===== config.mk =====
export PLATFORM = sky130hd
export DESIGN_NAME = readout_rx_result_collector
export DESIGN_NICKNAME = d
export VERILOG_FILES = /design/src/rtl/readout_rx_result_pkg.sv /design/src/rtl/readout_rx_result_fifo.sv /design/src/rtl/readout_rx_result_collector.sv
export SDC_FILE = /design/constraint.sdc
export NUM_CORES = 1
export LEC_CHECK = 0
export BUFFER_PORTS_ARGS = -buffer_cell sky130_fd_sc_hd__buf_2
export CAP_MARGIN = 20
export CORE_UTILIZATION = 35
export CTS_CLUSTER_DIAMETER = 30
export DETAILED_ROUTE_END_ITERATION = 12
export GPL_TIMING_DRIVEN = 1
export HOLD_SLACK_MARGIN = 0.12
export MAX_ROUTING_LAYER = met4
export PLACE_DENSITY = 0.63
export SLEW_MARGIN = 20
export SYNTH_ARGS = -nofsm -noshare
export SYNTH_HDL_FRONTEND = slang
export SYNTH_SLANG_ARGS = --single-unit

===== constraint.sdc =====
create_clock -name clk -period 3.9 [get_ports clk]
set_clock_uncertainty 0.15 [all_clocks]
set_input_delay 0.195 -clock clk [delete_from_list [all_inputs] [get_ports clk]]
set_output_delay 0.195 -clock clk [all_outputs]
set_load 0.05 [all_outputs]

===== src/rtl/readout_rx_result_pkg.sv =====
// Shared definitions for the readout RX result collector: FSM encoding, error bits, entry layout.
// Entry width depends on READRX_RESULT_TIMESTAMP_EN.
package readout_rx_result_pkg;

    typedef enum logic [1:0] {
        ST_IDLE    = 2'd0,
        ST_COLLECT = 2'd1,
        ST_PUSH    = 2'd2
    } state_e;

    localparam int ERR_WIDTH   = 3;
    localparam int ERR_UNEXP   = 0;
    localparam int ERR_OVERLAP = 1;
    localparam int ERR_DUP     = 2;

`ifdef READRX_RESULT_TIMESTAMP_EN
    localparam bit TS_EN = 1'b1;
`else
    localparam bit TS_EN = 1'b0;
`endif

    // Entry layout, LSB upward: result, got_mask, timeout_flag, [timestamp]
    function automatic int result_lsb();
        return 0;
    endfunction

    function automatic int got_lsb(input int nq);
        return nq;
    endfunction

    function automatic int flag_bit(input int nq);
        return 2 * nq;
    endfunction

    function automatic int ts_lsb(input int nq);
        return 2 * nq + 1;
    endfunction

    function automatic int entry_width_base(input int nq);
        return 2 * nq + 1;
    endfunction

    function automatic int entry_width_ts(input int nq, input int gw);
        return gw + 2 * nq + 1;
    endfunction

    function automatic int entry_width(input int nq, input int gw);
        return TS_EN ? entry_width_ts(nq, gw) : entry_width_base(nq);
    endfunction

endpackage


===== src/rtl/readout_rx_result_fifo.sv =====
// First-word-fall-through FIFO; rd_data is the head entry whenever empty=0.
// A write while full is accepted only when a read happens in the same cycle.
module readout_rx_result_fifo #(
    parameter int DEPTH      = 16,
    parameter int ADDR_WIDTH = 4,
    parameter int DATA_WIDTH = 17
) (
    input  logic                  clk,
    input  logic                  rst_n,
    input  logic                  wr_en,
    input  logic [DATA_WIDTH-1:0] wr_data,
    input  logic                  rd_en,
    output logic [DATA_WIDTH-1:0] rd_data,
    output logic                  full,
    output logic                  empty,
    output logic [ADDR_WIDTH:0]   count
);

    logic [DATA_WIDTH-1:0] mem_q [DEPTH];
    logic [ADDR_WIDTH:0]   wr_ptr_q, rd_ptr_q;
    logic                  do_wr, do_rd;

    // Extra MSB on the pointers distinguishes full from empty
    assign empty   = (wr_ptr_q == rd_ptr_q);
    assign full    = (wr_ptr_q[ADDR_WIDTH] != rd_ptr_q[ADDR_WIDTH]) &&
                     (wr_ptr_q[ADDR_WIDTH-1:0] == rd_ptr_q[ADDR_WIDTH-1:0]);
    assign count   = wr_ptr_q - rd_ptr_q;
    assign do_rd   = rd_en & ~empty;
    assign do_wr   = wr_en & (~full | do_rd);
    assign rd_data = mem_q[rd_ptr_q[ADDR_WIDTH-1:0]];

    always_ff @(posedge clk or negedge rst_n) begin
        if (!rst_n) begin
            wr_ptr_q <= '0;
            rd_ptr_q <= '0;
            for (int i = 0; i < DEPTH; i++) begin
                mem_q[i] <= '0;
            end
        end else begin
            if (do_wr) begin
                mem_q[wr_ptr_q[ADDR_WIDTH-1:0]] <= wr_data;
                wr_ptr_q <= wr_ptr_q + 1'b1;
            end
            if (do_rd) begin
                rd_ptr_q <= rd_ptr_q + 1'b1;
            end
        end
    end

endmodule


===== src/rtl/readout_rx_result_collector.sv =====
// Collects one measurement round of per-qubit RX results into an entry and queues it for the host.
// Optional timestamp field enabled by READRX_RESULT_TIMESTAMP_EN.
module readout_rx_result_collector
    import readout_rx_result_pkg::*;
#(
    parameter int NUM_QUBIT         = 8,
    parameter int GLB_COUNTER_WIDTH = 24,
    parameter int FIFO_DEPTH        = 16,
    parameter int FIFO_ADDR_WIDTH   = 4,
    parameter int TIMEOUT_WIDTH     = 16
) (
    input  logic                                                 clk,
    input  logic                                                 rst_n,
    input  logic [GLB_COUNTER_WIDTH-1:0]                         glb_counter,
    input  logic                                                 expect_valid,
    input  logic [NUM_QUBIT-1:0]                                 expect_mask,
    input  logic [TIMEOUT_WIDTH-1:0]                             timeout_cycles,
    input  logic [NUM_QUBIT-1:0]                                 valid_meas_result,
    input  logic [NUM_QUBIT-1:0]                                 meas_result,
    output logic                                                 out_valid,
    input  logic                                                 out_ready,
    output logic [entry_width(NUM_QUBIT, GLB_COUNTER_WIDTH)-1:0] out_data,
    output logic [FIFO_ADDR_WIDTH:0]                             fifo_count,
    input  logic                                                 err_clr,
    output logic [ERR_WIDTH-1:0]                                 err_status
);

    localparam int EW      = entry_width(NUM_QUBIT, GLB_COUNTER_WIDTH);
    localparam int RES_LSB = result_lsb();
    localparam int GOT_LSB = got_lsb(NUM_QUBIT);
    localparam int FLAG    = flag_bit(NUM_QUBIT);

    state_e                 state_q, state_d;
    logic [NUM_QUBIT-1:0]   exp_q, exp_d, got_q, got_d, res_q, res_d;
    logic [TIMEOUT_WIDTH-1:0] timer_q, timer_d;
    logic                   flag_q, flag_d;
    logic [ERR_WIDTH-1:0]   err_q, err_set;
    logic [NUM_QUBIT-1:0]   acc, hit_dup, hit_out;
    logic                   start_round, fifo_wr, fifo_full, fifo_empty, pop;
    logic [EW-1:0]          entry;

    assign out_valid  = ~fifo_empty;
    assign pop        = out_valid & out_ready;
    assign err_status = err_q;

    always_comb begin
        state_d     = state_q;
        exp_d       = exp_q;
        got_d       = got_q;
        res_d       = res_q;
        timer_d     = timer_q;
        flag_d      = flag_q;
        err_set     = '0;
        fifo_wr     = 1'b0;
        start_round = 1'b0;
        acc         = valid_meas_result & exp_q & ~got_q;
        hit_dup     = valid_meas_result & exp_q & got_q;
        hit_out     = valid_meas_result & ~exp_q;
        case (state_q)
            ST_IDLE: begin
                err_set[ERR_UNEXP] = |valid_meas_result;
                if (expect_valid && (|expect_mask)) begin
                    start_round = 1'b1;
                    exp_d       = expect_mask;
                    got_d       = '0;
                    res_d       = '0;
                    timer_d     = timeout_cycles;
                    flag_d      = 1'b0;
                    state_d     = ST_COLLECT;
                end
            end
            ST_COLLECT: begin
                err_set[ERR_UNEXP]   = |hit_out;
                err_set[ERR_DUP]     = |hit_dup;
                err_set[ERR_OVERLAP] = expect_valid;
                got_d = got_q | acc;
                res_d = (res_q & ~acc) | (meas_result & acc);
                if (timer_q != '0) begin
                    timer_d = timer_q - TIMEOUT_WIDTH'(1);
                end
                // Completion outranks a timer expiring in the same cycle
                if (got_d == exp_q) begin
                    flag_d  = 1'b0;
                    state_d = ST_PUSH;
                end else if (timer_q == TIMEOUT_WIDTH'(1)) begin
                    flag_d  = 1'b1;
                    state_d = ST_PUSH;
                end
            end
            ST_PUSH: begin
                err_set[ERR_UNEXP]   = |valid_meas_result;
                err_set[ERR_OVERLAP] = expect_valid;
                if (!fifo_full || pop) begin
                    fifo_wr = 1'b1;
                    state_d = ST_IDLE;
                end
            end
            default: state_d = ST_IDLE;
        endcase
    end

    always_ff @(posedge clk or negedge rst_n) begin
        if (!rst_n) begin
            state_q <= ST_IDLE;
            exp_q   <= '0;
            got_q   <= '0;
            res_q   <= '0;
            timer_q <= '0;
            flag_q  <= 1'b0;
            err_q   <= '0;
        end else begin
            state_q <= state_d;
            exp_q   <= exp_d;
            got_q   <= got_d;
            res_q   <= res_d;
            timer_q <= timer_d;
            flag_q  <= flag_d;
            err_q   <= (err_clr ? '0 : err_q) | err_set;
        end
    end

`ifdef READRX_RESULT_TIMESTAMP_EN
    localparam int TS_LSB = ts_lsb(NUM_QUBIT);
    logic [GLB_COUNTER_WIDTH-1:0] ts_q;

    always_ff @(posedge clk or negedge rst_n) begin
        if (!rst_n) begin
            ts_q <= '0;
        end else if (start_round) begin
            ts_q <= glb_counter;
        end
    end
`else
    logic unused_glb;
    assign unused_glb = ^glb_counter;
`endif

    always_comb begin
        entry                          = '0;
        entry[RES_LSB +: NUM_QUBIT]    = res_q;
        entry[GOT_LSB +: NUM_QUBIT]    = got_q;
        entry[FLAG]                    = flag_q;
`ifdef READRX_RESULT_TIMESTAMP_EN
        entry[TS_LSB +: GLB_COUNTER_WIDTH] = ts_q;
`endif
    end

    readout_rx_result_fifo #(
        .DEPTH      (FIFO_DEPTH),
        .ADDR_WIDTH (FIFO_ADDR_WIDTH),
        .DATA_WIDTH (EW)
    ) u_fifo (
        .clk     (clk),
        .rst_n   (rst_n),
        .wr_en   (fifo_wr),
        .wr_data (entry),
        .rd_en   (out_ready),
        .rd_data (out_data),
        .full    (fifo_full),
        .empty   (fifo_empty),
        .count   (fifo_count)
    );

endmodule


==> results of run 1 <==
final timing paths:
| path | end | cells past startpoint |
|---|---|---|
| min in group clk | exp_q[3]$_DFFE_PN0P_ | 4 |
| hold / removal | u_fifo.mem_q[194]$_DFFE_PN0P_ | 2 |
| hold reg to reg | u_fifo.mem_q[14]$_DFFE_PN0P_ | 1 |
| setup / recovery | out_data[8] | 5 |
| setup reg to reg | u_fifo.mem_q[40]$_DFFE_PN0P_ | 6 |
| max in group asynchronous | u_fifo.mem_q[214]$_DFFE_PN0P_ | 3 |
stage by stage:
step / hold WS (ps) / worst slack [ps] / instances
floorplan: -251 / 837 / 1089
global placement: 131 / 556 / 1686
detailed placement: 139 / 487 / 1686
CTS: 140 / 228 / 1884
global route: 187 / 205 / 1885
finish: 94.8 / 275 / 1885
synth_stat cells (3+ instances only):
master	instances	area, µm²
sky130_fd_sc_hd__a21o_1	3	22.5
sky130_fd_sc_hd__a21oi_1	20	100
sky130_fd_sc_hd__a22o_1	8	70.1
sky130_fd_sc_hd__a22oi_1	5	37.5
sky130_fd_sc_hd__a31oi_1	11	68.8
sky130_fd_sc_hd__a41oi_1	4	35.0
sky130_fd_sc_hd__and2_1	3	18.8
sky130_fd_sc_hd__buf_1	3	11.3
sky130_fd_sc_hd__buf_2	28	140
sky130_fd_sc_hd__clkbuf_1	49	184
sky130_fd_sc_hd__dfrtp_1	328	8210
sky130_fd_sc_hd__ha_1	16	200
sky130_fd_sc_hd__inv_1	26	97.6
sky130_fd_sc_hd__mux2_2	270	3040
sky130_fd_sc_hd__mux4_2	85	1910
sky130_fd_sc_hd__nand2_1	40	150
sky130_fd_sc_hd__nand2_2	8	50.1
sky130_fd_sc_hd__nand3_1	11	55.1
sky130_fd_sc_hd__nand4_1	9	56.3
sky130_fd_sc_hd__nand4_2	4	50.1
sky130_fd_sc_hd__nor2_1	24	90.1
sky130_fd_sc_hd__nor2b_1	8	50.1
sky130_fd_sc_hd__nor3_1	3	15.0
sky130_fd_sc_hd__nor3b_1	4	30.0
sky130_fd_sc_hd__nor4_1	7	43.8
sky130_fd_sc_hd__o21ai_0	35	175
sky130_fd_sc_hd__o22a_1	17	149
sky130_fd_sc_hd__o31ai_1	8	60.1
sky130_fd_sc_hd__or4_1	3	22.5
sky130_fd_sc_hd__xnor2_1	10	87.6
final cells by class:
class / count / share of cell area (%)
diodes: 1 / 0.0125
clock buffers: 98 / 11.0
inverters: 27 / 0.508
multi-input cells: 653 / 34.8
well taps: 592 / 3.71
clock inverters: 50 / 3.71
flip-flops and latches: 328 / 41.2
repair buffers: 136 / 5.10
state kept, by name, indices dropped and copies added, names as in the netlist:
signal	count
u_fifo.mem_q	272
timer_q	16
exp_q	8
got_q	8
res_q	8
u_fifo.rd_ptr_q	5
u_fifo.wr_ptr_q	5
err_status	3
state_q	2
flag_q	1
metal layers:
metal | track usage, % | vias up | share of wire (%)
li1 | - | 4409 | -
met4 | 7.19 | 0 | 2.3
met1 | 22.4 | 5196 | 44
met2 | 28.5 | 231 | 49
met3 | 3.56 | 70 | 4.4
met5 | - | - | 0
cells by family after synthesis:
family / count (synthesis) / synth area share [%]
and+or+nand+nor: 139 / 4.85
xor gates and xnor gates: 12 / 0.722
muxes: 359 / 32.0
adders and majority gates: 17 / 1.41
AOI/OAI and AO/OA: 126 / 5.53
DFF: 328 / 52.6
buffers and inverters: 108 / 2.87
power by group:
part	total, mW	switching (mW)	internal, mW
clock	7.09	2.10	4.99
sequential	5.23	0.924	4.31
combinational	4.65	2.59	2.07
total	17.0	5.61	11.4
what timing repair did:
| action | in CTS | in global routing |
|---|---|---|
| hold buffers | 50 | 0 |
| endpoints found under the hold margin | 144 | 0 |
| endpoints found under the setup margin | 0 | 0 |
==> tab_implementation.tex, run 1 <==
\begin{tabular}{lr}
\hline
Metric & Value \\
\hline
\multicolumn{2}{l}{\textbf{Status}} \\
Status & finished, final reports clean \\
\multicolumn{2}{l}{\textbf{Setup path}} \\
Worst reg-to-reg setup slack & $\sim$480 ps \\
Data arrival time at the worst-slack endpoint & roughly 3300 ps \\
Required time worst endpoint & approximately 3600 ps \\
Worst Setup Path Type & reg2out \\
Worst setup SP type & flip-flop \\
Critical R2R Launch & u\_fifo.wr\_ptr\_q[2]\$\_DFFE\_PN0P\_ \\
Type of destination of the critical path & primary output \\
CP max stage delay & about 640 ps \\
Startpoint of the worst setup timing path & u\_fifo.rd\_ptr\_q[1]\$\_DFFE\_PN0P\_ \\
Cells along the critical path & buf\_4, buf\_4, mux4\_2, mux4\_2, buf\_2 \\
Top Family by Delay on Critical Path & buffers and inverters \\
Total buffers and inverters traversed by the critical path & 3 \\
CP max-delay cell & sky130\_fd\_sc\_hd\_\_buf\_4 \\
CP Max Fanout & between 40 and 50 \\
\multicolumn{2}{l}{\textbf{Drt}} \\
Via/cell ratio & approximately 5.3 \\
First-pass DRT Iterations & 5 \\
Detailed-route via count & around 9,900 \\
Remaining routing DRC violations & 0 \\
Number of violations reported at the end of detailed-routing iteration 0 & approximately 490 \\
Total detailed-routing wirelength & between 30,000 and 40,000 µm \\
Post-route antenna net violation count & 0 \\
Routed wire per std cell & roughly 20 µm \\
\multicolumn{2}{l}{\textbf{Timing}} \\
Total negative setup slack & 0 ps \\
Number of hold violations in the final report & 0 \\
Setup repair after global routing missed its margin & false \\
Minimum clock period & approximately 3600 ps \\
Total of endpoints with negative setup slack in the final report & 0 \\
Maximum clock rate & roughly 280 MHz \\
Number of slew-limit violations in the final report & 0 \\
Post-route clock period utilization & between 90\% and 100\% \\
Worst-margin pin slew & 843 ps \\
Worst slew margin relative to its limit & a little over two fifths \\
\multicolumn{2}{l}{\textbf{Worst hold path}} \\
Classification of the worst-slack hold path & in2async \\
\multicolumn{2}{l}{\textbf{Run}} \\
Maximum Capacitance Violations & 0 \\
\multicolumn{2}{l}{\textbf{Power and ir drop}} \\
Total design power & around 17 mW \\
Leakage & between 9 and 10 nW \\
Worst VDD drop & between 400 and 500 µV \\
Power Density & about 850 nW/µm² \\
\multicolumn{2}{l}{\textbf{Place}} \\
Buffers added on ports & 70 \\
Placement-stage cell area & around 17,000 µm² \\
Total half-perimeter wirelength after legalization and detailed placement & between 20,000 and 25,000 µm \\
Global placement routability congestion & around 0.84 \\
\multicolumn{2}{l}{\textbf{Finish}} \\
Count of fill cells added during filler insertion & approximately 4,000 \\
Relative area change from synthesis to final layout & 27.9\% \\
Commonest cells after routing, fill and taps aside & 326 x sky130\_fd\_sc\_hd\_\_dfrtp\_1, 270 x sky130\_fd\_sc\_hd\_\_mux2\_2, 85 x sky130\_fd\_sc\_hd\_\_mux4\_2 \\
Layout Cell Area excl Fill & around 20,000 µm² \\
Final-stage net count & approximately 1,300 \\
Area taken by multi-input logic gates & approximately 7000 µm² \\
Utilization after layout & 45.2\% \\
Fraction of final layout cells with drive strength greater than 1 & a little under half \\
Sequential cell area in the final layout & around 8200 µm² \\
Most common cell after layout, fill and taps aside & sky130\_fd\_sc\_hd\_\_dfrtp\_1 \\
\multicolumn{2}{l}{\textbf{Global routing}} \\
Number of antenna violations at the first check in global routing & 2 \\
Aggregate global-route resource usage & between 10\% and 20\% \\
Wire length of the first global-routing pass & 59,800 µm \\
Via count of the first global-routing pass & 10,500 \\
Total grt overflow & 0 \\
Largest net degree at the start of global routing & 100 \\
\multicolumn{2}{l}{\textbf{Yosys}} \\
Share of flip-flops with an asynchronous set or reset & 100\% \\
Cell area after synthesis & approximately 16,000 µm² \\
Syn Area/Cell & 14.3 µm² \\
Syn nets & 1,175 \\
Synthesis Warnings & 0 \\
Number of cells produced by synthesis & 1,089 \\
Most used flip-flop cell after synthesis & sky130\_fd\_sc\_hd\_\_dfrtp\_1 \\
Distinct cells, synth & 60 \\
Number of synthesized flops with an enable pin & 0 \\
Number of flip-flops and latches in the synthesized netlist & 328 \\
Sequential element share of the synthesized area & a little over half \\
\multicolumn{2}{l}{\textbf{Floorplanning}} \\
Width of the chip & 213 µm \\
Initial Util & a little over a third \\
Die outline area & between 40,000 and 50,000 µm² \\
Area of the core region & 44,100 µm² \\
Boundary pin count & 95 \\
Die Y-Extent & 213 µm \\
Number of rows in the core area & just under 80 \\
\multicolumn{2}{l}{\textbf{CTS}} \\
CTS max path bufs & 3 \\
Number of gates resized after CTS & 0 \\
Clock slew at reported path FFs & around 50 ps \\
Number of sinks handled by clock tree synthesis & about 330 \\
Number of levels in the clock H-tree & 3 \\
Number of CTS-inserted buffers & 79 \\
Clock latency reported for the late side of the worst-skew pair & between 500 and 600 ps \\
CTS tree & yes \\
Count of buffers added by post-CTS timing repair for setup & 0 \\
CTS root buffer & sky130\_fd\_sc\_hd\_\_clkbuf\_16 \\
\hline
\end{tabular}
(Power assumes the default switching activity.)
==> run 2, diff against run 1 <==
ABC_AREA = 1   (was not set)
CTS_CLUSTER_DIAMETER = 60   (was 30)
==> run 2 against run 1 <==
Clock-buffer cell count is 47 lower. Largest cell class unchanged. Synthesized cell count is 76% higher. Via count is 36% higher. Routed wire length is 17% higher. Worst setup slack better by 240 ps.
==> tab_implementation.tex, run 2 <==
\begin{tabular}{lr}
\hline
Metric & Value \\
\hline
\multicolumn{2}{l}{\textbf{Status}} \\
Status & finished, final reports clean \\
\multicolumn{2}{l}{\textbf{Floorplanning}} \\
Area of the core region & $\sim$44,000 µm² \\
Die outline area & 45,900 µm² \\
Initial Util & 35.6\% \\
Width of the chip & 214 µm \\
Number of rows in the core area & 77 \\
Die Y-Extent & $\sim$210 µm \\
Boundary pin count & 95 \\
\multicolumn{2}{l}{\textbf{Timing}} \\
Number of slew-limit violations in the final report & 0 \\
Number of hold violations in the final report & 0 \\
Total of endpoints with negative setup slack in the final report & 0 \\
Worst-margin pin slew & slightly below 900 ps \\
Maximum clock rate & 296 MHz \\
Setup repair after global routing missed its margin & false \\
Min setup slack post-route & between 500 and 600 ps \\
Minimum clock period & 3380 ps \\
Worst slew margin relative to its limit & slightly above 40\% \\
Total negative setup slack & 0 ps \\
Post-route clock period utilization & between 80 and 90\% \\
\multicolumn{2}{l}{\textbf{Global routing}} \\
Aggregate global-route resource usage & 20.2\% \\
Wire length of the first global-routing pass & a little over 70,000 µm \\
Number of antenna violations at the first check in global routing & 0 \\
Global-route met1 utilization & 29.1\% \\
Via count of the first global-routing pass & 13,000 \\
GRT Max-Usage Layer & met2 \\
Met2 usage & between 20\% and 30\% \\
Met3 usage in global routing & between 2 and 3\% \\
Largest net degree at the start of global routing & between 100 and 150 \\
Total grt overflow & 0 \\
\multicolumn{2}{l}{\textbf{Finish}} \\
Top reg by flops & u\_fifo.mem\_q \\
Flip-flop count of the largest register after layout & approximately 270 \\
Number of antenna repair diodes & 0 \\
Relative area change from synthesis to final layout & 15.6\% \\
Leading registers by flop count & u\_fifo.mem\_q (272), timer\_q (16) \\
Fraction of final layout cells with drive strength greater than 1 & under 10\% \\
Commonest cells after routing, fill and taps aside & 448 x sky130\_fd\_sc\_hd\_\_nand2\_1, 395 x sky130\_fd\_sc\_hd\_\_o21ai\_0, 326 x sky130\_fd\_sc\_hd\_\_dfrtp\_1 \\
Most common cell after layout, fill and taps aside & sky130\_fd\_sc\_hd\_\_nand2\_1 \\
Final-stage net count & 2,055 \\
\multicolumn{2}{l}{\textbf{Drt}} \\
Routed wire per std cell & between 15 and 20 µm \\
Total detailed-routing wirelength & about 44,000 µm \\
First-pass DRT Iterations & 7 \\
Post-route antenna net violation count & 0 \\
Number of violations reported at the end of detailed-routing iteration 0 & 1,434 \\
Via/cell ratio & around 5.2 \\
Remaining routing DRC violations & 0 \\
Detailed-route via count & 13,500 \\
\multicolumn{2}{l}{\textbf{CTS}} \\
Number of gates resized after CTS & 0 \\
Number of levels in the clock H-tree & 2 \\
Clock slew at reported path FFs & 60 ps \\
CTS max path bufs & 3 \\
Clock latency reported for the late side of the worst-skew pair & between 500 and 600 ps \\
CTS root buffer & sky130\_fd\_sc\_hd\_\_clkbuf\_16 \\
Number of CTS-inserted buffers & 38 \\
CTS tree & yes \\
Number of sinks handled by clock tree synthesis & 328 \\
\multicolumn{2}{l}{\textbf{Yosys}} \\
Syn Area/Cell & roughly 8.2 µm² \\
Sequential element share of the synthesized area & around 52\% \\
Number of synthesized flops with an enable pin & 0 \\
Share of flip-flops with an asynchronous set or reset & 100\% \\
Largest area contributor in the synthesized netlist & sky130\_fd\_sc\_hd\_\_dfrtp\_1 \\
Most frequent cell after synthesis & sky130\_fd\_sc\_hd\_\_nand2\_1 \\
Number of cells produced by synthesis & 1,912 \\
Syn nets & between 1,500 and 2,000 \\
Commonest cells post-synth & 448 x sky130\_fd\_sc\_hd\_\_nand2\_1, 395 x sky130\_fd\_sc\_hd\_\_o21ai\_0, 328 x sky130\_fd\_sc\_hd\_\_dfrtp\_1, 232 x sky130\_fd\_sc\_hd\_\_nor2\_1, 72 x sky130\_fd\_sc\_hd\_\_inv\_1 \\
Cell area after synthesis & between 15,000 and 20,000 µm² \\
Distinct cells, synth & 39 \\
Fraction of post-synthesis cell area in the top cell type by area & a little over half \\
Synth area leaders & sky130\_fd\_sc\_hd\_\_dfrtp\_1 52\%, sky130\_fd\_sc\_hd\_\_o21ai\_0 13\%, sky130\_fd\_sc\_hd\_\_nand2\_1 11\%, sky130\_fd\_sc\_hd\_\_nor2\_1 5.5\%, sky130\_fd\_sc\_hd\_\_o21ai\_1 2.1\% \\
Number of flip-flops and latches in the synthesized netlist & about 330 \\
Synthesis Warnings & 0 \\
Most used flip-flop cell after synthesis & sky130\_fd\_sc\_hd\_\_dfrtp\_1 \\
\multicolumn{2}{l}{\textbf{Place}} \\
Total half-perimeter wirelength after legalization and detailed placement & 25,900 µm \\
Worst setup timing slack at the placement stage & between 700 and 800 ps \\
Global placement routability congestion & roughly 0.84 \\
Buffers added on ports & 70 \\
\multicolumn{2}{l}{\textbf{Setup path}} \\
Data arrival time at the worst-slack endpoint & between 3000 and 4000 ps \\
Depth of the most critical reg-to-reg path & 10 \\
Critical R2R Launch & u\_fifo.rd\_ptr\_q[2]\$\_DFFE\_PN0P\_ \\
Type of destination of the critical path & primary output \\
CP max stage delay & 670 ps \\
Top Family by Delay on Critical Path & buffers and inverters \\
CP max-delay cell & sky130\_fd\_sc\_hd\_\_dfrtp\_4 \\
Cells along the critical path & inv\_4, buf\_4, buf\_4, o21ai\_0, o22ai\_1, nand2\_1, nand3\_1, buf\_2 \\
Most repeated library cell on the critical path & sky130\_fd\_sc\_hd\_\_buf\_4 \\
Required time worst endpoint & 3560 ps \\
CP Max Fanout & 44 \\
Worst reg-to-reg setup slack & $\sim$660 ps \\
Worst Setup Path Type & reg2out \\
Capturing point of the worst reg2reg path & u\_fifo.mem\_q[134]\$\_DFFE\_PN0P\_ \\
Total buffers and inverters traversed by the critical path & 4 \\
Worst setup SP type & flip-flop \\
\multicolumn{2}{l}{\textbf{Run}} \\
Maximum Capacitance Violations & 0 \\
\multicolumn{2}{l}{\textbf{Power and ir drop}} \\
Power Density & approximately 860 nW/µm² \\
Leakage & about 8 nW \\
Worst VDD drop & around 1300 µV \\
\multicolumn{2}{l}{\textbf{Worst hold path}} \\
Classification of the worst-slack hold path & in2async \\
\hline
\end{tabular}
## run 2: changes by cell type in the layout (fill, tap and decap cells not counted), moves of 41 or more
cell	previous run	this run
sky130_fd_sc_hd__nand2_1	40	448
sky130_fd_sc_hd__o21ai_0	35	395
sky130_fd_sc_hd__mux2_2	270	0
sky130_fd_sc_hd__nor2_1	24	232
sky130_fd_sc_hd__mux4_2	85	0
sky130_fd_sc_hd__o21ai_1	0	67
sky130_fd_sc_hd__nand3_1	11	66
sky130_fd_sc_hd__inv_1	26	71
sky130_fd_sc_hd__clkbuf_16	80	39
## run 2: layout make-up
type                    count  area [µm²]
flip-flops and latches    328        8210
inverters                  79         302
well taps                 592         741
repair buffers            143        1100
fillers                  4463       26100
clock inverters            18         179
clock buffers              51        1100
multi-input cells        1379        6580
## run 2: cells by family after synthesis
| group | Yosys count | synth area share [%] |
|---|---|---|
| AND/OR/NAND/NOR | 775 | 20.3 |
| AO/OA/AOI/OAI | 572 | 19.2 |
| flip-flops | 328 | 52.1 |
| buffers and inverters | 205 | 6.17 |
| adder cells (fa/ha/maj) | 17 | 1.40 |
| XOR/XNOR | 15 | 0.881 |
## run 2: layer usage
layer / share of wire (%) / vias up / routed length [µm]
met5: 0 / - / 0
met2: 43 / 432 / 19300
li1: - / 6476 / -
met1: 48 / 6526 / 21400
met4: 2.4 / 0 / 1060
met3: 6.0 / 70 / 2690
## run 2: per-stage QoR
stage	power (mW)	utilization, %	cell area [µm²]	std cells	hold slack (ps)
floorplan	9.99	-	15800	1912	-251
global placement	11.8	37.1	16400	2470	204
detailed placement	12.0	37.1	16400	2470	195
CTS	15.8	41.1	18200	2590	231
global route	16.8	41.1	18200	2590	265
finish	15.7	41.1	18200	2590	188
## run 2: report_power, final
| group | internal [mW] | switching [mW] |
|---|---|---|
| Combinational | 2.00 | 4.95 |
| Sequential | 4.41 | 0.725 |
| Clock | 2.19 | 1.46 |
| Total | 8.60 | 7.14 |
## run 2: worst max path at each step
stage	startpoint	to	slack [ps]	cells after the start
after floorplan	u_fifo.rd_ptr_q[2]$_DFFE_PN0P_	fifo_count[3]	1280	6
after global placement	u_fifo.rd_ptr_q[2]$_DFFE_PN0P_	u_fifo.mem_q[124]$_DFFE_PN0P_	780	10
after detailed placement	u_fifo.rd_ptr_q[2]$_DFFE_PN0P_	u_fifo.mem_q[134]$_DFFE_PN0P_	710	10
after CTS	u_fifo.rd_ptr_q[0]$_DFFE_PN0P_	out_data[16]	500	8
after global routing	u_fifo.rd_ptr_q[0]$_DFFE_PN0P_	out_data[4]	320	8
final	u_fifo.rd_ptr_q[0]$_DFFE_PN0P_	out_data[2]	520	8
## run 2: timing repair
| item | 4_1_cts | 5_1_grt |
|---|---|---|
| setup buffers | 0 | 0 |
| endpoints found under the hold margin | 160 | 0 |
| hold buffers | 51 | 0 |
==> run 3, diff against run 2 <==
CORE_UTILIZATION = 40   (was 35)
PLACE_DENSITY = 0.68   (was 0.63)
==> run 3 against run 2 <==
Combinational power shrank 2%. Sequential power shrank 1%. Flip-flop and latch count is the same. Global-route usage grew 1.8 points. Die area shrank 12%. Final cell count shrank 3.2%. First-iteration DRC count shrank 14%. Worst setup slack gained 160 ps.
==> tab_implementation.tex, run 3 (same netlist as run 2, synthesis figures left out) <==
\begin{tabular}{lr}
\hline
Metric & Value \\
\hline
\multicolumn{2}{l}{\textbf{Timing}} \\
Minimum clock period & approximately 3200 ps \\
Post-Route Hold Slack & roughly 150 ps \\
Post-route clock period utilization & slightly above 80\% \\
Total negative setup slack & 0 ps \\
Number of hold violations in the final report & 0 \\
Number of slew-limit violations in the final report & 0 \\
Maximum clock rate & just over 300 MHz \\
Min setup slack post-route & between 600 and 700 ps \\
Worst slew margin relative to its limit & roughly a third \\
Worst-margin pin slew & 1010 ps \\
Total of endpoints with negative setup slack in the final report & 0 \\
Setup repair after global routing missed its margin & false \\
\multicolumn{2}{l}{\textbf{Setup path}} \\
Type of destination of the critical path & primary output \\
CP max stage delay & a little under 800 ps \\
CP Max Fanout & 30 \\
Data arrival time at the worst-slack endpoint & $\sim$2900 ps \\
Cells along the critical path & buf\_4, nand2\_1, clkinv\_1, nand2\_1, nand3\_1, buf\_2 \\
Worst Setup Path Type & reg2out \\
CP max-delay cell & sky130\_fd\_sc\_hd\_\_clkinv\_1 \\
Depth of the most critical reg-to-reg path & 9 \\
Worst setup SP type & flip-flop \\
Required time worst endpoint & between 3000 and 4000 ps \\
Most repeated library cell on the critical path & sky130\_fd\_sc\_hd\_\_nand2\_1 \\
\multicolumn{2}{l}{\textbf{Floorplanning}} \\
Die outline area & between 40,000 and 50,000 µm² \\
Boundary pin count & 95 \\
Die Y-Extent & $\sim$200 µm \\
Width of the chip & roughly 200 µm \\
Number of rows in the core area & 72 \\
Area of the core region & 38,700 µm² \\
Initial Util & between 40 and 50\% \\
\multicolumn{2}{l}{\textbf{Drt}} \\
Via/cell ratio & about 5.4 \\
Routed wire per std cell & 16.9 µm \\
Number of violations reported at the end of detailed-routing iteration 0 & about 1,200 \\
Remaining routing DRC violations & 0 \\
First-pass DRT Iterations & 5 \\
Post-route antenna net violation count & 0 \\
Detailed-route via count & 13,600 \\
Total detailed-routing wirelength & 42,400 µm \\
\multicolumn{2}{l}{\textbf{CTS}} \\
Number of sinks handled by clock tree synthesis & between 300 and 400 \\
Clock latency reported for the late side of the worst-skew pair & around 530 ps \\
CTS max path bufs & 3 \\
Number of levels in the clock H-tree & 2 \\
Clock slew at reported path FFs & approximately 60 ps \\
Number of CTS-inserted buffers & 37 \\
CTS root buffer & sky130\_fd\_sc\_hd\_\_clkbuf\_16 \\
Number of gates resized after CTS & 0 \\
CTS tree & yes \\
\multicolumn{2}{l}{\textbf{Place}} \\
Global placement routability congestion & roughly 0.86 \\
Buffers added on ports & 70 \\
Total half-perimeter wirelength after legalization and detailed placement & approximately 25,000 µm \\
Worst setup timing slack at the placement stage & 774 ps \\
Placement-stage cell area & 16,300 µm² \\
Number of placed cells counting well taps & 2,388 \\
\multicolumn{2}{l}{\textbf{Finish}} \\
Most common cell after layout, fill and taps aside & sky130\_fd\_sc\_hd\_\_nand2\_1 \\
Area taken by multi-input logic gates & 6580 µm² \\
Sequential cell area in the final layout & between 8000 and 9000 µm² \\
Final-stage net count & about 2,000 \\
Layout Cell Area excl Fill & around 18,000 µm² \\
Relative area change from synthesis to final layout & 14.2\% \\
Top reg by flops & u\_fifo.mem\_q \\
Utilization after layout & 46.5\% \\
Number of standard cells in the final layout excluding fillers & between 2,000 and 3,000 \\
Flip-flop count of the largest register after layout & about 270 \\
Fraction of final layout cells with drive strength greater than 1 & a little under a tenth \\
Count of fill cells added during filler insertion & between 3,000 and 4,000 \\
Number of antenna repair diodes & 0 \\
Commonest cells after routing, fill and taps aside & 448 x sky130\_fd\_sc\_hd\_\_nand2\_1, 395 x sky130\_fd\_sc\_hd\_\_o21ai\_0, 326 x sky130\_fd\_sc\_hd\_\_dfrtp\_1 \\
Leading registers by flop count & u\_fifo.mem\_q (272), timer\_q (16) \\
\multicolumn{2}{l}{\textbf{Global routing}} \\
Number of antenna violations at the first check in global routing & 0 \\
Wire length of the first global-routing pass & a little under 70,000 µm \\
Via count of the first global-routing pass & around 13,000 \\
Total grt overflow & 0 \\
Largest net degree at the start of global routing & roughly 130 \\
Aggregate global-route resource usage & 22.0\% \\
\multicolumn{2}{l}{\textbf{Status}} \\
Status & finished, final reports clean \\
\multicolumn{2}{l}{\textbf{Power and ir drop}} \\
Total design power & $\sim$15 mW \\
Power Density & around 860 nW/µm² \\
Leakage & 8.09 nW \\
Worst VDD drop & 1130 µV \\
\multicolumn{2}{l}{\textbf{Worst hold path}} \\
Classification of the worst-slack hold path & in2async \\
\multicolumn{2}{l}{\textbf{Run}} \\
Maximum Capacitance Violations & 0 \\
\hline
\end{tabular}
[run 3: cell types whose count changed in the layout (fill, tap and decap cells not counted), sizes merged]
cell	previous run	this run
clkbuf	51	49
clkinvlp	1	2
bufinv	3	2
buf	92	84
dlygate4sd3	51	50
inv	80	81
[run 3: worst max-delay path: cells and delay by family, from the launching register on]
| family | cells | cell delay, ps |
|---|---|---|
| buffers and inverters | 3 | 1320 |
| AND/OR/NAND/NOR | 3 | 630 |
| flip-flops | 1 | 370 |
[run 3: timing repair]
item | 4_1_cts | 5_1_grt
hold buffers | 50 | 0
hold endpoints to repair | 156 | 0
setup buffers | 0 | 0
[run 3: layout make-up]
type                    instances  share of cell area [%]
flip-flops and latches        328                    45.6
multi-input cells            1379                    36.6
clock buffers                  49                    5.78
clock inverters                19                   0.980
inverters                      79                    1.67
repair buffers                134                    5.78
well taps                     518                    3.60
[run 3: power by group]
part	total, mW	internal [mW]	switching, mW
clock network	3.48	2.03	1.44
registers	5.08	4.41	0.667
logic	6.84	1.94	4.90
[run 3: layer usage]
metal	vias up	GRT usage (%)	wire, µm
li1	6449	-	-
met1	6647	30.8	19800
met2	413	33.4	18900
met3	64	3.26	2850
met4	0	5.70	813
met5	-	-	0
[run 3: worst paths after layout]
kind,start,endpoint,slack (ps)
max in group asynchronous,rst_n,u_fifo.mem_q[46]$_DFFE_PN0P_,2460
hold reg to reg,u_fifo.mem_q[42]$_DFFE_PN0P_,u_fifo.mem_q[42]$_DFFE_PN0P_,330
hold / removal,rst_n,u_fifo.mem_q[10]$_DFFE_PN0P_,150
setup / recovery,u_fifo.rd_ptr_q[2]$_DFFE_PN0P_,out_data[12],680
min in group clk,expect_mask[6],exp_q[6]$_DFFE_PN0P_,270
setup reg to reg,u_fifo.rd_ptr_q[3]$_DFFE_PN0P_,u_fifo.mem_q[120]$_DFFE_PN0P_,730
